File: config.mk
export PLATFORM = sky130hd
export DESIGN_NAME = cluster_link_formatter_flat
export DESIGN_NICKNAME = d
export VERILOG_FILES = /design/src/rtl/cluster_link_pkg.sv /design/src/rtl/cluster_link_formatter_if.sv /design/src/rtl/cluster_frame_fifo.sv /design/src/rtl/cluster_link_formatter.sv /design/src/flat_wrapper.sv
export SDC_FILE = /design/constraint.sdc
export NUM_CORES = 1
export LEC_CHECK = 0
export CAP_MARGIN = 30
export CORE_UTILIZATION = 59
export CTS_BUF_LIST = sky130_fd_sc_hd__clkbuf_16
export DETAILED_ROUTE_END_ITERATION = 16
export HOLD_SLACK_MARGIN = 0.02
export PLACE_DENSITY = 0.76
export SYNTH_ARGS = -nofsm -noshare
export SYNTH_HDL_FRONTEND = slang
export SYNTH_SLANG_ARGS = --single-unit
File: constraint.sdc
create_clock -name clock4x -period 12.9 [get_ports clock4x]
set_clock_uncertainty 0.15 [all_clocks]
set_input_delay 2.58 -clock clock4x [delete_from_list [all_inputs] [get_ports clock4x]]
set_output_delay 2.58 -clock clock4x [all_outputs]
set_load 0.02 [all_outputs]
File: src/rtl/cluster_link_pkg.sv
// Shared types, constants and word builders for the cluster trigger-link formatter.
// Header layout: {comma, ovf, drop, cont[1:0], tag[3:0]}.
package cluster_link_pkg;

  localparam logic [7:0] COMMA        = 8'hBC;
  localparam int         CLUSTER_W    = 14;
  localparam int         NUM_CLUSTERS = 8;
  localparam int         HDR_OVF_BIT  = 7;
  localparam int         HDR_DROP_BIT = 6;
  localparam int         HDR_CONT_LSB = 4;
  localparam int         HDR_TAG_LSB  = 0;
  localparam logic [1:0] CONT_IDLE    = 2'b11;

  typedef logic [CLUSTER_W-1:0] cluster_t;

  typedef struct packed {
    cluster_t [NUM_CLUSTERS-1:0] clusters;
    logic                        ovf;
    logic [3:0]                  nvalid;
    logic [3:0]                  tag;
  } frame_entry_t;

  function automatic logic [15:0] make_header(input logic ovf, input logic drop,
                                              input logic [1:0] cont, input logic [3:0] tag);
    logic [15:0] h;
    h = '0;
    h[15:8] = COMMA;
    h[HDR_OVF_BIT] = ovf;
    h[HDR_DROP_BIT] = drop;
    h[HDR_CONT_LSB +: 2] = cont;
    h[HDR_TAG_LSB +: 4] = tag;
    return h;
  endfunction

  // Cluster index beyond the frame's valid count yields an all-zero filler word.
  function automatic logic [15:0] cluster_word(input frame_entry_t f, input logic [3:0] ci);
    logic [15:0] w;
    w = '0;
    if (ci < f.nvalid) begin
      w = {1'b1, (ci == f.nvalid - 4'd1), f.clusters[ci[2:0]]};
    end
    return w;
  endfunction

endpackage

File: src/rtl/cluster_link_formatter_if.sv
// Frame input bus and trigger-link output bundle of the cluster link formatter.
interface cluster_link_formatter_if;

  logic        frame_valid;
  logic [13:0] cluster0, cluster1, cluster2, cluster3;
  logic [13:0] cluster4, cluster5, cluster6, cluster7;
  logic        overflow;
  logic [15:0] tx_data;
  logic        tx_k;
  logic        tx_frame_start;
  logic        fifo_full;
  logic [7:0]  frames_dropped;

  modport master (
    output frame_valid, cluster0, cluster1, cluster2, cluster3,
           cluster4, cluster5, cluster6, cluster7, overflow,
    input  tx_data, tx_k, tx_frame_start, fifo_full, frames_dropped
  );

  modport slave (
    input  frame_valid, cluster0, cluster1, cluster2, cluster3,
           cluster4, cluster5, cluster6, cluster7, overflow,
    output tx_data, tx_k, tx_frame_start, fifo_full, frames_dropped
  );

endinterface

File: src/rtl/cluster_frame_fifo.sv
// First-word-fall-through frame FIFO on a register array; a push into a full
// FIFO is accepted when a pop happens in the same cycle.
module cluster_frame_fifo
  import cluster_link_pkg::*;
#(
  parameter int DEPTH = 4
) (
  input  logic         clk,
  input  logic         rst_n,
  input  logic         push,
  input  logic         pop,
  input  frame_entry_t din,
  output frame_entry_t dout,
  output logic         full,
  output logic         empty
);

  localparam int AW = (DEPTH > 1) ? $clog2(DEPTH) : 1;
  localparam int CW = AW + 1;

  frame_entry_t mem [DEPTH];
  logic [AW-1:0] wr_ptr_reg, rd_ptr_reg;
  logic [CW-1:0] count_reg, count_next;
  logic          full_reg, empty_reg;
  logic          do_push, do_pop;

  assign do_pop  = pop && !empty_reg;
  assign do_push = push && (!full_reg || do_pop);

  always_comb begin
    count_next = count_reg;
    case ({do_push, do_pop})
      2'b10:   count_next = count_reg + CW'(1);
      2'b01:   count_next = count_reg - CW'(1);
      default: count_next = count_reg;
    endcase
  end

  always_ff @(posedge clk) begin
    if (!rst_n) begin
      wr_ptr_reg <= '0;
      rd_ptr_reg <= '0;
      count_reg  <= '0;
      full_reg   <= 1'b0;
      empty_reg  <= 1'b1;
    end else begin
      if (do_push) wr_ptr_reg <= wr_ptr_reg + AW'(1);
      if (do_pop)  rd_ptr_reg <= rd_ptr_reg + AW'(1);
      count_reg <= count_next;
      full_reg  <= (count_next == CW'(DEPTH));
      empty_reg <= (count_next == '0);
    end
  end

  always_ff @(posedge clk) begin
    if (do_push) mem[wr_ptr_reg] <= din;
  end

  assign dout  = mem[rd_ptr_reg];
  assign full  = full_reg;
  assign empty = empty_reg;

endmodule

File: src/rtl/cluster_link_formatter.sv
// Buffers 8-cluster frames and serializes them into 4-word link slots
// (comma header + three cluster words) at four clock4x cycles per slot.
module cluster_link_formatter
  import cluster_link_pkg::*;
#(
  parameter int          FIFO_DEPTH  = 4,
  parameter logic [10:0] INVALID_ADR = 11'h7FE
) (
  input  logic                     clock4x,
  input  logic                     global_reset_n,
  cluster_link_formatter_if.slave  link
);

  cluster_t [NUM_CLUSTERS-1:0] clusters_in;
  logic [NUM_CLUSTERS-1:0]     valid_flag;
  logic [3:0]                  nvalid_in;
  logic                        run;

  assign clusters_in = {link.cluster7, link.cluster6, link.cluster5, link.cluster4,
                        link.cluster3, link.cluster2, link.cluster1, link.cluster0};

  for (genvar gi = 0; gi < NUM_CLUSTERS; gi++) begin : g_valid
    assign valid_flag[gi] = (clusters_in[gi][10:0] != INVALID_ADR);
  end

  // Only the leading run of valid clusters counts.
  always_comb begin
    nvalid_in = '0;
    run = 1'b1;
    for (int i = 0; i < NUM_CLUSTERS; i++) begin
      if (!valid_flag[i]) run = 1'b0;
      if (run) nvalid_in = nvalid_in + 4'd1;
    end
  end

  logic [1:0]        phase_reg, seg_reg, seg_next;
  logic [3:0]        tag_reg, base;
  logic              drop_pend_reg;
  logic [7:0]        dropped_reg;
  logic [3:0][15:0]  slot_reg, slot_next;
  logic [15:0]       tx_data_reg;
  logic              tx_k_reg, tx_frame_start_reg;
  logic              latch, keep, accept, drop;
  logic              fifo_pop, fifo_full, fifo_empty;
  frame_entry_t      fifo_din, head;

  assign latch  = (phase_reg == 2'd3);
  assign keep   = link.frame_valid && ((nvalid_in != 4'd0) || link.overflow);
  assign accept = keep && (!fifo_full || fifo_pop);
  assign drop   = keep && !accept;

  assign fifo_din = '{clusters: clusters_in, ovf: link.overflow, nvalid: nvalid_in, tag: tag_reg};

  cluster_frame_fifo #(.DEPTH(FIFO_DEPTH)) u_fifo (
    .clk   (clock4x),
    .rst_n (global_reset_n),
    .push  (accept),
    .pop   (fifo_pop),
    .din   (fifo_din),
    .dout  (head),
    .full  (fifo_full),
    .empty (fifo_empty)
  );

  // Next slot from the FIFO head; seg_reg selects which group of three clusters.
  always_comb begin
    slot_next = '0;
    fifo_pop  = 1'b0;
    seg_next  = seg_reg;
    base      = 4'(seg_reg) * 4'd3;
    slot_next[0] = make_header(1'b0, drop_pend_reg, CONT_IDLE, 4'h0);
    if (!fifo_empty) begin
      slot_next[0] = make_header(head.ovf, drop_pend_reg, seg_reg, head.tag);
      slot_next[1] = cluster_word(head, base);
      slot_next[2] = cluster_word(head, base + 4'd1);
      slot_next[3] = cluster_word(head, base + 4'd2);
      if (base + 4'd3 >= head.nvalid) begin
        fifo_pop = latch;
        seg_next = 2'd0;
      end else begin
        seg_next = seg_reg + 2'd1;
      end
    end
  end

  always_ff @(posedge clock4x) begin
    if (!global_reset_n) begin
      phase_reg          <= 2'd0;
      seg_reg            <= 2'd0;
      tag_reg            <= 4'd0;
      drop_pend_reg      <= 1'b0;
      dropped_reg        <= 8'd0;
      slot_reg           <= {48'h0, make_header(1'b0, 1'b0, CONT_IDLE, 4'h0)};
      tx_data_reg        <= 16'h0;
      tx_k_reg           <= 1'b0;
      tx_frame_start_reg <= 1'b0;
    end else begin
      phase_reg <= phase_reg + 2'd1;
      if (accept) tag_reg <= tag_reg + 4'd1;
      // A drop coinciding with the latch must survive into the following header.
      if (drop) drop_pend_reg <= 1'b1;
      else if (latch) drop_pend_reg <= 1'b0;
      if (drop && (dropped_reg != 8'hFF)) dropped_reg <= dropped_reg + 8'd1;
      if (latch) begin
        slot_reg <= slot_next;
        seg_reg  <= seg_next;
      end
      tx_data_reg        <= latch ? slot_next[0] : slot_reg[phase_reg + 2'd1];
      tx_k_reg           <= latch;
      tx_frame_start_reg <= latch;
    end
  end

  assign link.tx_data        = tx_data_reg;
  assign link.tx_k           = tx_k_reg;
  assign link.tx_frame_start = tx_frame_start_reg;
  assign link.fifo_full      = fifo_full;
  assign link.frames_dropped = dropped_reg;

endmodule
File: src/flat_wrapper.sv
// flat-port wrapper written by rule: the top's interface ports become plain ports
module cluster_link_formatter_flat import cluster_link_pkg::*;
#(
  parameter int          FIFO_DEPTH  = 4,
  parameter logic [10:0] INVALID_ADR = 11'h7FE
)
  (clock4x, global_reset_n, link_frame_valid, link_cluster0, link_cluster1, link_cluster2, link_cluster3, link_cluster4, link_cluster5, link_cluster6, link_cluster7, link_overflow, link_tx_data, link_tx_k, link_tx_frame_start, link_fifo_full, link_frames_dropped);
  cluster_link_formatter_if link_i ();
  input  logic clock4x;
  input  logic global_reset_n;
  input wire logic [$bits(link_i.frame_valid)-1:0] link_frame_valid;
  input wire logic [$bits(link_i.cluster0)-1:0] link_cluster0;
  input wire logic [$bits(link_i.cluster1)-1:0] link_cluster1;
  input wire logic [$bits(link_i.cluster2)-1:0] link_cluster2;
  input wire logic [$bits(link_i.cluster3)-1:0] link_cluster3;
  input wire logic [$bits(link_i.cluster4)-1:0] link_cluster4;
  input wire logic [$bits(link_i.cluster5)-1:0] link_cluster5;
  input wire logic [$bits(link_i.cluster6)-1:0] link_cluster6;
  input wire logic [$bits(link_i.cluster7)-1:0] link_cluster7;
  input wire logic [$bits(link_i.overflow)-1:0] link_overflow;
  output wire logic [$bits(link_i.tx_data)-1:0] link_tx_data;
  output wire logic [$bits(link_i.tx_k)-1:0] link_tx_k;
  output wire logic [$bits(link_i.tx_frame_start)-1:0] link_tx_frame_start;
  output wire logic [$bits(link_i.fifo_full)-1:0] link_fifo_full;
  output wire logic [$bits(link_i.frames_dropped)-1:0] link_frames_dropped;
  assign link_i.frame_valid = link_frame_valid;
  assign link_i.cluster0 = link_cluster0;
  assign link_i.cluster1 = link_cluster1;
  assign link_i.cluster2 = link_cluster2;
  assign link_i.cluster3 = link_cluster3;
  assign link_i.cluster4 = link_cluster4;
  assign link_i.cluster5 = link_cluster5;
  assign link_i.cluster6 = link_cluster6;
  assign link_i.cluster7 = link_cluster7;
  assign link_i.overflow = link_overflow;
  assign link_tx_data = link_i.tx_data;
  assign link_tx_k = link_i.tx_k;
  assign link_tx_frame_start = link_i.tx_frame_start;
  assign link_fifo_full = link_i.fifo_full;
  assign link_frames_dropped = link_i.frames_dropped;
  cluster_link_formatter #(.FIFO_DEPTH(FIFO_DEPTH), .INVALID_ADR(INVALID_ADR)) u_core (.clock4x(clock4x), .global_reset_n(global_reset_n), .link(link_i));
endmodule
* After elaboration in Yosys (flattened, before gate mapping) *
Memories as Yosys holds them, arrays and structs flattened. A register that Yosys moved wholly into a read port is not among the register bits.
Index checks and enable logic that the tools add are counted.

operators by class
  multipliers = 1
  $lt $le $gt $ge = 8
  bitwise operators = 1
  mux-type cells = 39
  equality and inequality tests = 16
  reductions and logical operators = 16
  $add $sub $neg = 19

operators by type and width
  operator              count
  $bmux 14 s3           3
  $ne 11x11->1 const B  8
  $mux 16               5
  $mux 64               1
  $mux 14               3
  $add 4x1->4 const B   8
  $bmux 16 s2           1
  $mux 4                7
  $mux 1                15
  $eq 4x4->1            3
  $lt 3x4->1 const B    3
  $lt 4x4->1            3
  $add 2x1->2 const B   4
  $add 4x2->4 const B   2
  $add 8x1->8 const B   1
  $ne 8x8->1 const B    1
  $logic_and 1x1->1     6
  $mux 2                3
  $pmux 3 s2            1
  $eq 2x2->1 const B    2
  $ge 4x4->1            1
  $mul 2x2->4 const B   1
  $reduce_bool 4->1     1
  $sub 4x1->4 const B   1
  other kinds (12)      16

word-level totals
  memories = 1
  register bits after elaboration = 107
  RAM bits = 484
  output and inout port bits = 27

memories
  memory             depth  width  read ports  clocked after memory_dff  write ports  RTL line                  text
  u_core.u_fifo.mem  4      121    1           1                         1            cluster_frame_fifo.sv:21  frame_entry_t mem [DEPTH];

* Longest topological paths before layout *
  depth in word-level cells = 24
  gate-level depth with buffers = 33

* By module *
A second synthesis with hierarchy kept.

unflattened totals
  cell total of the unflattened synthesis = 1370
  area total of the unflattened synthesis = 24783.8 um^2

modules (own cells, without submodules)
  module                  cells each  area each (um^2)  times used
  cluster_frame_fifo      690         18094.9           1
  cluster_link_formatter  680         6688.9            1

* Least setup slack after synthesis *
Ideal clock, no wire load.

  kind = in2reg
  start = input port link_cluster2[0]
  end = memory u_core.u_fifo.mem[0][0] (netlist bit) (enable)
  slack = 2.479 ns
  buffers on the path = 1
  arrival = 9.777 ns
  data required time = 12.256 ns
  stages on the path = 25
  path through = nand4b_1 > nor3_1 > a21o_1 > inv_1 > ha_1 > nor3_1 > nor2_1 > ha_1 > a21o_1 > a21oi_1 > ha_1 > mux2i_1 > o211ai_1 > o21ai_0 > a21oi_1 > ha_1 > nand2_1 > a21oi_1 > nor4b_1 > mux2i_1 > mux2i_4 > nor4_4 > buf_6 > nor2_4 > and2_1

between the ends
  word-level cells in the longest chain between the ends = 20
  elaborated cells on any way between the ends = 25
  classes of those cells = add/sub (5); eq/ne (1); mux (14); reduce/logical (5)

ends and longest elaborated chain
  what                              RTL line                      text
  from (decl)                       flat_wrapper.sv:14            input wire logic [$bits(link_i.cluster2)-1:0] link_cluster2;
  $ne 11x11->1 (*)                  cluster_link_formatter.sv:23  assign valid_flag[gi] = (clusters_in[gi][10:0] != INVALID_ADR);
  $mux 1 (*)                        cluster_link_formatter.sv:31  if (!valid_flag[i]) run = 1'b0;
  $mux 4                            cluster_link_formatter.sv:32  if (run) nvalid_in = nvalid_in + 4'd1;
  $add 4x1->4                       cluster_link_formatter.sv:32
  $mux 4                            cluster_link_formatter.sv:32
  $add 4x1->4                       cluster_link_formatter.sv:32
  $mux 4                            cluster_link_formatter.sv:32
  $add 4x1->4                       cluster_link_formatter.sv:32
  (+5 left out)                     --
  net u_core.nvalid_in[2]           cluster_link_formatter.sv:16  logic [3:0] nvalid_in;
  $reduce_bool 4->1 (*)             cluster_link_formatter.sv:48  assign keep = link.frame_valid && ((nvalid_in != 4'd0) || link.overflow);
  $logic_or 1x1->1 (*)              cluster_link_formatter.sv:48
  $logic_and 1x1->1 (*)             cluster_link_formatter.sv:48
  $logic_and 1x1->1 (*)             cluster_link_formatter.sv:49  assign accept = keep && (!fifo_full || fifo_pop);
  $logic_and 1x1->1 (*)             cluster_frame_fifo.sv:28      assign do_push = push && (!full_reg || do_pop);
  $mux 1 (*)                        cluster_frame_fifo.sv:56      if (do_push) mem[wr_ptr_reg] <= din;
  $mux 1 (not written as such) (*)  cluster_frame_fifo.sv:56
  to (decl)                         cluster_frame_fifo.sv:21

The timed path passes the listed nets; every way through them passes the cells marked *.

* Final worst setup path *
  start = input port link_cluster2[0]
  end = memory u_core.u_fifo.mem[2][14] (netlist bit) (enable)

Same word-level chain as after synthesis.

==> flow_summary.json <==
{
  "status": "completed",
  "power.density_nw_per_um2": 144,
  "total_power_uw": 4050,
  "crit_path_max_fanout": 60,
  "antenna_found_initial": 0,
  "die_h_um": 204,
  "clock_power_share_pct": 39.7,
  "hold_path.startpoint": "u_core.slot_reg[52]",
  "hp-class": "reg2reg",
  "crit_path_end_kind": "flip-flop",
  "syn_avg_cell_area_um2": 17.8,
  "cts_resized": 0,
  "ios": 143,
  "finalCriticalPeriod_ns": 10.13,
  "grt_pass1_wl_mm": 80.9,
  "ys_top_cells_by_area": "edfxtp_1 60%, mux4_2 16%, dfxtp_1 8.4%",
  "finalCritPeriodShare_pct": 78.5,
  "syn-cell-area_um2": 24200,
  "p_leak_uw": 0.00951,
  "path_clk_slew_ns": 0.06,
  "wl_mm": 52.8,
  "final-hold-violation-count": 0,
  "gr-total-overflow": 0,
  "synth_nets": 1507,
  "hold_buffers": 0,
  "pre_cts_slack_ns": 2.22,
  "p_int_uw": 3180,
  "slowest_stage": "nor3_1",
  "ys_ff_latch": 585,
  "layout.nets": 1660,
  "dp_cells": 1974,
  "yosysWarningCount": 0,
  "largest_reg_flops": 484,
  "final_antenna_net_count": 0,
  "die-area_um2": 41800,
  "tritoncts": "built",
  "dr_wl_met3_mm": 3.24,
  "cts_made_buffers": 56,
  "final.setup.tns_ns": 0,
  "cap_violations": 0,
  "wl_met2_mm": 26.0,
  "areaGrowthSynthToFinish_pct": 16.1,
  "timing.critical_path.mode_cell": "ha_1",
  "cp.arrival_ns": 10.23,
  "synth_cell_types": 60,
  "critPathLaunchType": "primary input",
  "drc_errors": 0,
  "yosysTopAreaCell": "edfxtp_1",
  "htree_levels": 2,
  "cts_root_buf": "clkbuf_16",
  "grt_max_degree": 122,
  "sequentialPowerShare_pct": 53.1,
  "setup_violations": 0,
  "crit_start": "link_cluster2[0]",
  "grt_use_total_pct": 26.4,
  "ir_worst_vdd_uv": 117,
  "fin_ws_ns": 2.77,
  "ys_seq_area_share_pct": 68.4,
  "synth_most_common_cell": "edfxtp_1",
  "grt_pass1_vias": 13100,
  "async_reset_ff_share_pct": 0,
  "route.vias.total": 13000,
  "diodes": 0,
  "finalMaxSlewViolations": 0,
  "timing.fmax_mhz": 98.7,
  "rsz0062_at_grt": "false",
  "gp_congestion": 0.909,
  "initial_utilization_pct": 60.3,
  "wl_met1_mm": 22.0,
  "avgViaCountPerCell": 6.23,
  "required_ns": 13.00,
  "portBuffers": 142,
  "place_area_um2": 26200,
  "dp_hpwl_mm": 33.7,
  "die_w_um": 204,
  "pwr-share-comb_pct": 7.2,
  "drive_above_1_share_pct": 18.9,
  "dr.pass1.iters": 7,
  "netlist_top_cells_count": "484 x edfxtp_1, 171 x mux4_2, 111 x nand2_1, 101 x dfxtp_1, 78 x mux2i_1",
  "wl_per_cell_um": 25.4,
  "clock_latency_ns": 0.61,
  "tightest_slew_ns": 1.08,
  "cts_setup_buffers": 0,
  "synth-main-ff-cell": "edfxtp_1",
  "critical_path_class": "in2reg",
  "coreArea_um2": 40100,
  "switching_share_pct": 21.6,
  "fin_area_um2": 28100,
  "synth_top_area_share_pct": 60.1,
  "rows": 73,
  "clkSinkCount": 585,
  "routed.top_layer": "met4",
  "p_sw_uw": 874,
  "drtIter0Drc": 1117,
  "fin_cells": 2080,
  "slowest_delay_ns": 0.85,
  "slew_headroom_pct": 27.3,
  "synth_cells": 1356,
  "clk_path_buf_depth": 3,
  "nFillCells": 2493,
  "synth_edf_count": 484
}
-- layout make-up --
class	count	area [um^2]	area share, %
clock buffer	57	1430	5.08
clock inverter	47	398	1.42
inverter	37	139	0.495
multi-input combinational	665	7230	25.7
sequential	585	16600	59.0
tap	525	657	2.34
timing repair buffer	164	1670	5.95
-- routing by layer --
metal,vias to the layer above,track usage (%)
met4,0,9.33
met2,525,42.1
met3,92,3.41
met5,-,0
li1,5695,-
met1,6638,37.9
-- power by group through the flow --
stage,Combinational (uW),Clock [uW],Sequential [uW]
floorplan,154,0,2200
global placement,286,0,2190
detailed placement,291,0,2190
CTS,292,1630,2150
global route,309,1710,2160
finish,290,1610,2150
-- logic make-up after synthesis --
kind of cell / synth area share [%]
DFF: 68.4
and+or+nand+nor: 5.45
muxes: 19.2
buffers and inverters: 1.76
AOI/OAI and AO/OA: 2.42
adders and majority gates: 1.84
xor gates and xnor gates: 0.853
-- worst max-delay path: cells and delay by family --
kind            cells  cell delay, ns
simple gates        9            3.30
buf+inv             3            1.19
fa+ha+maj           4            1.15
compound gates      7            1.03
mux                 3            0.88
-- path summary, 6_finish.rpt --
path / to / slack (ns) / cells after the start
hold / removal: u_core.slot_reg[52] / 0.30 / 2
setup / recovery: u_core.u_fifo.mem[2][14] / 2.77 / 26
hold reg to reg: u_core.slot_reg[52] / 0.30 / 2
setup reg to reg: u_core.u_fifo.mem[2][14] / 7.21 / 13
-- placed cells by master, fill, tap and decap left out, drive strengths merged, types with 6 or more instances in the layout --
cell	netlist	layout
a21oi	19	19
nand2b	13	13
ha	34	34
and2	10	10
dfxtp	101	101
nand3	16	16
nor2	44	44
buf	26	22
clkinv	1	22
mux4	171	171
clkdlybuf4s50	0	142
clkbuf	43	57
a31oi	6	6
nor3	17	17
nand2	111	111
o21a	6	6
xor2	9	9
inv	36	54
o21ai	51	51
edfxtp	484	484
bufinv	0	6
xnor2	12	12
nand4b	8	8
nand4	8	8
mux2i	79	79
-- stage by stage --
| step | utilization [%] | hold WS, ns |
|---|---|---|
| 5_1_grt | 70.0 | 0.305 |
| 3_3_place_gp | 65.2 | 0.280 |
| 3_5_place_dp | 65.4 | 0.286 |
| 6_report | 70.0 | 0.302 |
| 4_1_cts | 69.9 | 0.302 |
| 2_1_floorplan | - | 0.267 |
(Power assumes the default switching activity.)
